`src/rtl/game_pkg.sv`:
```
// Shared game-phase encoding and boss FSM state type.
package game_pkg;

    localparam logic [1:0] GAME_FIGHT = 2'b01;

    typedef enum logic [1:0] {
        IDLE  = 2'd0,
        FIGHT = 2'd1,
        DEAD  = 2'd2
    } boss_state_t;

endpackage

```
`src/rtl/hit_edge_det.sv`:
```
// Rising-edge detector; history presets to 1 so a level held through reset is not a hit.
module hit_edge_det (
    input  logic clk,
    input  logic rst,
    input  logic din,
    output logic rise
);

    logic hist;

    always_ff @(posedge clk) begin
        if (!rst) hist <= 1'b1;
        else      hist <= din;
    end

    assign rise = din & ~hist;

endmodule

```
`src/rtl/boss_damage_ctrl.sv`:
```
// Boss HP / defeat controller fed by weapon-stage hit levels.
// Optional hit_flash counter built only when BOSS_DMG_FLASH_EN is defined.
//
//  state | meaning
//  IDLE  | outside a fight, HP parked at max, hits ignored
//  FIGHT | boss alive, hits reduce HP
//  DEAD  | HP reached 0, waiting for the fight phase to end
module boss_damage_ctrl
    import game_pkg::*;
#(
    parameter int HP_W          = 8,
    parameter int BOSS_HP_MAX   = 100,
    parameter int PROJ_DMG      = 2,
    parameter int MELEE_DMG     = 5,
    parameter int MELEE_IFRAMES = 8
`ifdef BOSS_DMG_FLASH_EN
    ,parameter int FLASH_FRAMES = 4
`endif
) (
    input  logic            clk,
    input  logic            rst,
    input  logic            frame_tick,
    input  logic [1:0]      game_active,
    input  logic            projectile_hit,
    input  logic            melee_hit,
    output logic            boss_alive,
    output logic [HP_W-1:0] boss_hp,
    output logic            boss_defeated,
    output logic            hit_flash
);

    localparam int IF_W = $clog2(MELEE_IFRAMES + 1);
    localparam logic [HP_W-1:0] HP_LOAD  = HP_W'(BOSS_HP_MAX);
    localparam logic [HP_W:0]   P_DMG    = (HP_W + 1)'(PROJ_DMG);
    localparam logic [HP_W:0]   M_DMG    = (HP_W + 1)'(MELEE_DMG);
    localparam logic [IF_W-1:0] IF_LOAD  = IF_W'(MELEE_IFRAMES);

    boss_state_t     state, state_nxt;
    logic [HP_W-1:0] hp_q, hp_nxt;
    logic [IF_W-1:0] ifr_q, ifr_nxt;
    logic            defeated_q, defeated_nxt;
    logic            proj_rise, melee_rise, melee_ok, in_fight;
    logic [HP_W:0]   dmg, hp_sub;

    hit_edge_det u_proj_edge (
        .clk  (clk),
        .rst  (rst),
        .din  (projectile_hit),
        .rise (proj_rise)
    );

    hit_edge_det u_melee_edge (
        .clk  (clk),
        .rst  (rst),
        .din  (melee_hit),
        .rise (melee_rise)
    );

    always_ff @(posedge clk) begin
        if (!rst) begin
            state      <= IDLE;
            hp_q       <= HP_LOAD;
            ifr_q      <= '0;
            defeated_q <= 1'b0;
        end else begin
            state      <= state_nxt;
            hp_q       <= hp_nxt;
            ifr_q      <= ifr_nxt;
            defeated_q <= defeated_nxt;
        end
    end

    // Damage is summed one bit wider than HP so the saturating compare never wraps.
    always_comb begin
        in_fight = (game_active == GAME_FIGHT);
        melee_ok = melee_rise && (ifr_q == '0);
        dmg      = (proj_rise ? P_DMG : '0) + (melee_ok ? M_DMG : '0);
        hp_sub   = ({1'b0, hp_q} > dmg) ? ({1'b0, hp_q} - dmg) : '0;
    end

    always_comb begin
        state_nxt    = state;
        hp_nxt       = hp_q;
        ifr_nxt      = ifr_q;
        defeated_nxt = 1'b0;
        case (state)
            IDLE: begin
                hp_nxt  = HP_LOAD;
                ifr_nxt = '0;
                if (in_fight) state_nxt = FIGHT;
            end
            FIGHT: begin
                if (!in_fight) begin
                    state_nxt = IDLE;
                    hp_nxt    = HP_LOAD;
                    ifr_nxt   = '0;
                end else begin
                    if (melee_ok)                       ifr_nxt = IF_LOAD;
                    else if (frame_tick && ifr_q != '0) ifr_nxt = ifr_q - 1'b1;
                    if (dmg != '0) begin
                        hp_nxt = hp_sub[HP_W-1:0];
                        if (hp_sub == '0) begin
                            state_nxt    = DEAD;
                            defeated_nxt = 1'b1;
                        end
                    end
                end
            end
            DEAD: begin
                hp_nxt  = '0;
                ifr_nxt = '0;
                if (!in_fight) begin
                    state_nxt = IDLE;
                    hp_nxt    = HP_LOAD;
                end
            end
            default: begin
                state_nxt = IDLE;
                hp_nxt    = HP_LOAD;
                ifr_nxt   = '0;
            end
        endcase
    end

    assign boss_alive    = (state == FIGHT);
    assign boss_hp       = hp_q;
    assign boss_defeated = defeated_q;

`ifdef BOSS_DMG_FLASH_EN
    localparam int FL_W = $clog2(FLASH_FRAMES + 1);
    localparam logic [FL_W-1:0] FL_LOAD = FL_W'(FLASH_FRAMES);

    logic [FL_W-1:0] flash_q, flash_nxt;

    always_ff @(posedge clk) begin
        if (!rst) flash_q <= '0;
        else      flash_q <= flash_nxt;
    end

    // The defeating hit's flash is allowed to run out while DEAD.
    always_comb begin
        flash_nxt = flash_q;
        case (state)
            FIGHT: begin
                if (!in_fight)                        flash_nxt = '0;
                else if (dmg != '0)                   flash_nxt = FL_LOAD;
                else if (frame_tick && flash_q != '0) flash_nxt = flash_q - 1'b1;
            end
            DEAD: begin
                if (!in_fight)                        flash_nxt = '0;
                else if (frame_tick && flash_q != '0) flash_nxt = flash_q - 1'b1;
            end
            default: flash_nxt = '0;
        endcase
    end

    assign hit_flash = (flash_q != '0);
`else
    assign hit_flash = 1'b0;
`endif

endmodule
```
`config.mk`:
```
export PLATFORM = sky130hd
export DESIGN_NAME = boss_damage_ctrl
export DESIGN_NICKNAME = d
export VERILOG_FILES = /design/src/rtl/game_pkg.sv /design/src/rtl/hit_edge_det.sv /design/src/rtl/boss_damage_ctrl.sv
export SDC_FILE = /design/constraint.sdc
export NUM_CORES = 1
export LEC_CHECK = 0
export BUFFER_PORTS_ARGS = -buffer_cell sky130_fd_sc_hd__buf_2
export CAP_MARGIN = 10
export CORE_MARGIN = 2
export CORE_UTILIZATION = 53
export CTS_BUF_LIST = sky130_fd_sc_hd__clkbuf_8
export DETAILED_ROUTE_END_ITERATION = 10
export HOLD_SLACK_MARGIN = 0.02
export PLACE_DENSITY_LB_ADDON = 0.08
export SLEW_MARGIN = 10
export SYNTH_ARGS = -nofsm -noshare
export SYNTH_HDL_FRONTEND = slang
export SYNTH_SLANG_ARGS = --single-unit
export TNS_END_PERCENT = 1
```
`constraint.sdc`:
```
create_clock -name clk -period 6.5 [get_ports clk]
set_input_delay 0.975 -clock clk [delete_from_list [all_inputs] [get_ports clk]]
set_output_delay 0.975 -clock clk [all_outputs]
set_load 0.01 [all_outputs]
```
* Word level (Yosys, flattened, before mapping)
Cells that the tools add are included.
Cells by class: add/sub/neg operators 3, $mul 0, divide/modulo/power cells 0, order comparisons 1, equal/unequal tests 7, shifts and indexed selects 0, multiplexer cells 16, bitwise logic cells 7, reduce and logical (&&, ||, !) cells 12
Operator list (number):
- $mux 8 | 2
- $pmux 8 s2 | 1
- $mux 2 | 6
- $logic_not 9->1 | 1
- $mux 9 | 1
- $reduce_bool 9->1 | 1
- $sub 8x4->9 | 1
- $gt 8x4->1 | 1
- $mux 4 | 2
- $reduce_and 4->1 | 2
- $mux 7 | 1
- $ne 3x2->1 const B | 2
- $pmux 2 s3 | 1
- $not 1->1 | 5
- $add 2x3->4 | 1
- $eq 2x1->1 const B | 2
- $logic_not 4->1 | 1
- $ne 2x2->1 const B | 2
- $reduce_bool 4->1 | 1
- $reduce_or 4->1 | 1
- $sub 4x1->4 const B | 1
- $mux 3 | 1
- $reduce_and 3->1 | 1
- $and 1x1->1 | 2
- other kinds (5) | 6
Storage, ports and cells: register bits after elaboration 17, latch bits 0, bits in writable memories 0, bits in read-only memories 0, memories 0

* Longest topological paths before layout
depth after elaboration 12, gate-level depth with buffers 15

* By module
From an unflattened synthesis, not the netlist that was laid out.
Second synthesis, totals: cells, all modules 140, area, all modules 1151.1 µm²
By module, submodules not included:
- boss_damage_ctrl | instances 1, cells each 134, area an instance 1071.0 µm², seq. area each 300.3 µm²
- hit_edge_det | instances 2, cells each 3, area an instance 40.0 µm², seq. area each 20.0 µm²

* Worst setup path after synthesis
OpenSTA, ideal clock, no wires.
kind input -> register, start point in melee_hit, end point reg hp_q[6] (netlist: boss_hp[6]), library setup time 0.114 ns, arrival time 2.891 ns, data required time 6.386 ns, path slack 3.494 ns, cell stages on the path 13, path buffers 1, cells stage by stage nand2b_1 -> or2_1 -> buf_6 -> inv_1 -> ha_1 -> inv_1 -> fa_1 -> a211o_1 -> nor3_1 -> xnor2_1 -> o21ai_1 -> a21oi_1 -> nor2_1
Between the ends: cells in the longest elaborated chain, start to end 9, elaborated cells between the ends (all ways) 12, those cells by class 2 x add/sub; 1 x order compare; 1 x eq/ne; 5 x mux; 1 x bitwise; 2 x reduce/logical
Ends and longest elaborated chain:
- start: declaration | RTL line boss_damage_ctrl.sv:25 | input logic melee_hit,
- $and 1x1->1 (*) | RTL line hit_edge_det.sv:16 | assign rise = din & ~hist;
- $logic_and 1x1->1 (*) | RTL line boss_damage_ctrl.sv:76 | melee_ok = melee_rise && (ifr_q == '0);
- $mux 3 (*) | RTL line boss_damage_ctrl.sv:77 | dmg = (proj_rise ? P_DMG : '0) + (melee_ok ? M_DMG : '0);
- $add 2x3->4 (*) | RTL line boss_damage_ctrl.sv:77
- $sub 8x4->9 / $gt 8x4->1 (equally long branches) | RTL line boss_damage_ctrl.sv:78 | hp_sub = ({1'b0, hp_q} > dmg) ? ({1'b0, hp_q} - dmg) : '0;
- $mux 9 | RTL line boss_damage_ctrl.sv:78
- $mux 8 | RTL line boss_damage_ctrl.sv:100 | if (dmg != '0) begin
- $mux 8 | RTL line boss_damage_ctrl.sv:93 | if (!in_fight) begin
- $pmux 8 s2 | RTL line boss_damage_ctrl.sv:86 | case (state)
- end signal: assignment | RTL line boss_damage_ctrl.sv:67 | hp_q <= hp_nxt;
- end: declaration | RTL line boss_damage_ctrl.sv:39 | logic [HP_W-1:0] hp_q, hp_nxt;
Mark *: on every way between the ends. The rest lies on a longest branch, timed or not. The select of a mux whose other input is x is not followed. A chain may end at the register's enable or synchronous reset.

* Final worst setup path
start point reg ifr_q[0], end point reg hp_q[6] (netlist: boss_hp[6])
Between the ends: cells in the longest elaborated chain, start to end 9, elaborated cells between the ends (all ways) 12, those cells by class 2 x add/sub; 1 x order compare; 1 x eq/ne; 5 x mux; 3 x reduce/logical
Ends and longest elaborated chain:
- start: declaration | RTL line boss_damage_ctrl.sv:40 | logic [IF_W-1:0] ifr_q, ifr_nxt;
- start signal: assignment | RTL line boss_damage_ctrl.sv:68 | ifr_q <= ifr_nxt;
- $logic_not 4->1 (*) | RTL line boss_damage_ctrl.sv:76
- $logic_and 1x1->1 (*) | RTL line boss_damage_ctrl.sv:76
- $mux 3 (*) | RTL line boss_damage_ctrl.sv:77
- $add 2x3->4 (*) | RTL line boss_damage_ctrl.sv:77
- $sub 8x4->9 / $gt 8x4->1 (equally long branches) | RTL line boss_damage_ctrl.sv:78
- $mux 9 | RTL line boss_damage_ctrl.sv:78
- $mux 8 | RTL line boss_damage_ctrl.sv:100
- $mux 8 | RTL line boss_damage_ctrl.sv:93
- $pmux 8 s2 | RTL line boss_damage_ctrl.sv:86
Marked as above.

==> out/results.txt <==
status: complete, no violations
r2r endpoint: boss_hp[6]
TNS Setup: 0 ps
Die Y: 51.8 um
total CTS buffers: 3
pin count of the biggest net entering global routing: 12
Worst EP required: 6650 ps
Core Rows: 17
Pwr Total: 223 uW
drt drc: 0
Leak: 0.505 nW
FFs w/ async S/R, synth: 0%
WS Path Type: flop to flop
Max Freq: 0.332 GHz
final hold vios: 0
clock skew: 6.65 ps
Worst path max stage delay: 440 ps
P&R area growth vs syn: 10.0%
most frequent cells in the layout: nand2_1, dfxtp_1, nor2_1, buf_2, inv_1
clk sinks: 17
die area: 2680 sq um
hold path depth: 2
r2r setup slk: 3490 ps
clock-pin slew on the worst setup and hold paths: 70 ps
CP max-delay cell: fa_1
Clock Path Buffers: 2
CTS root buf: clkbuf_8
H-tree depth reported by CTS: 1
pwr dens: 167 nW/um^2
vias in the first global route: 1009
sequential fraction of the synthesis area: 28.2%
Slew Limit Fails: 0
R2R depth: 14
CP endpoint kind: flop
drt pass-1 iters: 4
relative slew slack: 65.9%
initial antenna violation count: 0
Hold Path Sink: state[0]
CTS tree: done
Hold Startpoint: state[0]
Peak VDD IR: 0.000135 V
HPWL Detailed: 1.94 mm
Synth cell types: 46
worst-margin pin slew: 499 ps
Diodes inserted: 0
fin crit period: 3010 ps
final worst setup slack: 3490 ps
GPL Wtd Cong: 0.847
Routed Wire Length: 2.43 mm
worst slack, placed: 3310 ps
gr ovfl total: 0
first-pass GRT wire length: 4.21 mm
Mapped Cells: 154
worst path cell trace: inv_1 -> ha_1 -> or3b_4 -> or2_1 -> inv_1 -> ha_1 -> inv_1 -> fa_1 -> a211o_1 -> nor3_1 -> xnor2_1 -> o21ai_1 -> a21oi_1 -> nor2_1
setup repair bufs after CTS: 0
initial core utilization: 55.2%
post-route ant nets: 0
vias after detailed routing: 1076
Post-synth EDFFs: 0
Final setup viols: 0
share of post-route cells with drive strength above 1: 16.8%
die width: 51.8 um
syn_area_per_cell: 7.85 sq um
Synthesized Nets: 170
Synthesis Warnings: 0
GRT Total Usage: 20.9%
Clk Latency, worst-skew pair: 250 ps
crit path max fanout: 5
max cap viols: 0
Hold-fix buffers, CTS: 0
Tcrit/Tclk final: 46.4%
most common cell after layout, fill and taps aside: nand2_1
Most common cell on crit path: inv_1
worst setup path start: ifr_q[0]
Via density: 5.52
Worst setup SP type: flop
core area: 2190 sq um
Post-layout nets: 184
CP arrival: 3160 ps
DRT iter0 DRCs: 13
I/O pin count: 18
Mapped Area: 1210 sq um
Synth Register Bits: 17
RSZ-0062 raised after global routing: false
Hold Path Class: flop to flop
Avg WL per Cell: 12.5 um
worst r2r src: ifr_q[0]
Post-CTS Resized: 0
IO Port Bufs: 16
ys flop type: dfxtp_1
-- sequential cells by signal, summed over array words and instances (netlist names) --
| name | cells |
|---|---|
| u_melee_edge.hist | 1 |
| boss_defeated | 1 |
| boss_hp | 8 |
| u_proj_edge.hist | 1 |
| state | 2 |
| ifr_q | 4 |
-- cells in the mapped netlist (2+ instances only) --
cell	number	area share, %
inv_1	11	3.4
ha_1	8	8.3
clkbuf_1	4	1.2
nand3_1	2	0.83
nand2b_1	7	3.6
a21o_1	2	1.2
o21ai_1	5	2.1
xnor2_1	3	2.2
and2_1	4	2.1
dfxtp_1	17	28
o21a_1	2	1.2
a21oi_1	8	3.3
a211oi_1	3	1.9
nor3b_1	2	1.2
nor3_1	4	1.7
a211oi_2	2	2.1
xor2_1	3	2.2
a211o_1	2	1.4
nand4_1	2	1.0
nor2_1	16	5.0
nand2_1	19	5.9
o21ai_0	4	1.7
-- metrics by stage --
| stage | cell area (sq um) | utilization (%) | std cells | hold WS, ps |
|---|---|---|---|---|
| after floorplan | 1210 | - | 154 | 447 |
| after global routing | 1330 | 60.7 | 195 | 505 |
| final | 1330 | 60.7 | 195 | 483 |
| after CTS | 1330 | 60.7 | 195 | 486 |
| after detailed placement | 1280 | 58.7 | 191 | 475 |
| after global placement | 1280 | 58.7 | 191 | 472 |
-- kinds of logic (layout without fill, tap and decap cells) --
| group | count (synthesis) | in the layout | share of synthesized area, % |
|---|---|---|---|
| adders and majority gates | 9 | 9 | 9.94 |
| buffers and inverters | 18 | 31 | 6.62 |
| xor gates and xnor gates | 6 | 6 | 4.35 |
| AOI/OAI and AO/OA | 40 | 40 | 24.0 |
| and+or+nand+nor | 62 | 62 | 25.8 |
| muxes | 1 | 1 | 0.828 |
| other | 1 | 1 | 0.310 |
| DFF | 17 | 17 | 28.2 |
-- worst max-delay path by stage --
stage	end	slack, ps	cells past startpoint
2_1_floorplan	boss_hp[6]	3490	13
3_3_place_gp	boss_hp[6]	3370	13
3_5_place_dp	boss_hp[6]	3310	13
4_1_cts	boss_hp[6]	3470	14
5_1_grt	boss_hp[6]	3300	14
6_report	boss_hp[6]	3490	14
-- layout make-up --
cell class                 count  area (sq um)
clock inverter                 1          3.75
timing repair buffer          16          80.1
tap                           28          35.0
fill                         206           861
multi-input combinational    119           788
clock buffer                   3          41.3
inverter                      11          41.3
sequential                    17           340
-- metal layers --
metal / GRT usage [%] / share of wire, % / wire [um] / vias up
met1: 25.1 / 47 / 1130 / 491
met3: 3.45 / 4.8 / 117 / 6
li1: - / - / - / 550
met2: 37.0 / 46 / 1130 / 29
met4: 8.33 / 2.0 / 48 / 0
met5: 0 / 0 / 0 / -
-- worst max-delay path, delay by kind of cell, from the launching register on --
family                     cells  cell delay, ps
adders and majority gates      3             730
xor gates and xnor gates       1             150
AOI/OAI and AO/OA              3             580
and+or+nand+nor                4             910
buffers and inverters          3             220
DFF                            1             340
-- report_power, final --
part / internal (mW) / leakage (nW) / total [mW] / switching, mW
Combinational: 0.0148 / 0.341 / 0.0365 / 0.0217
Clock: 0.0419 / 0.0269 / 0.0777 / 0.0358
Sequential: 0.106 / 0.138 / 0.108 / 0.00211
Note: power is estimated with default switching activity, not from simulation.
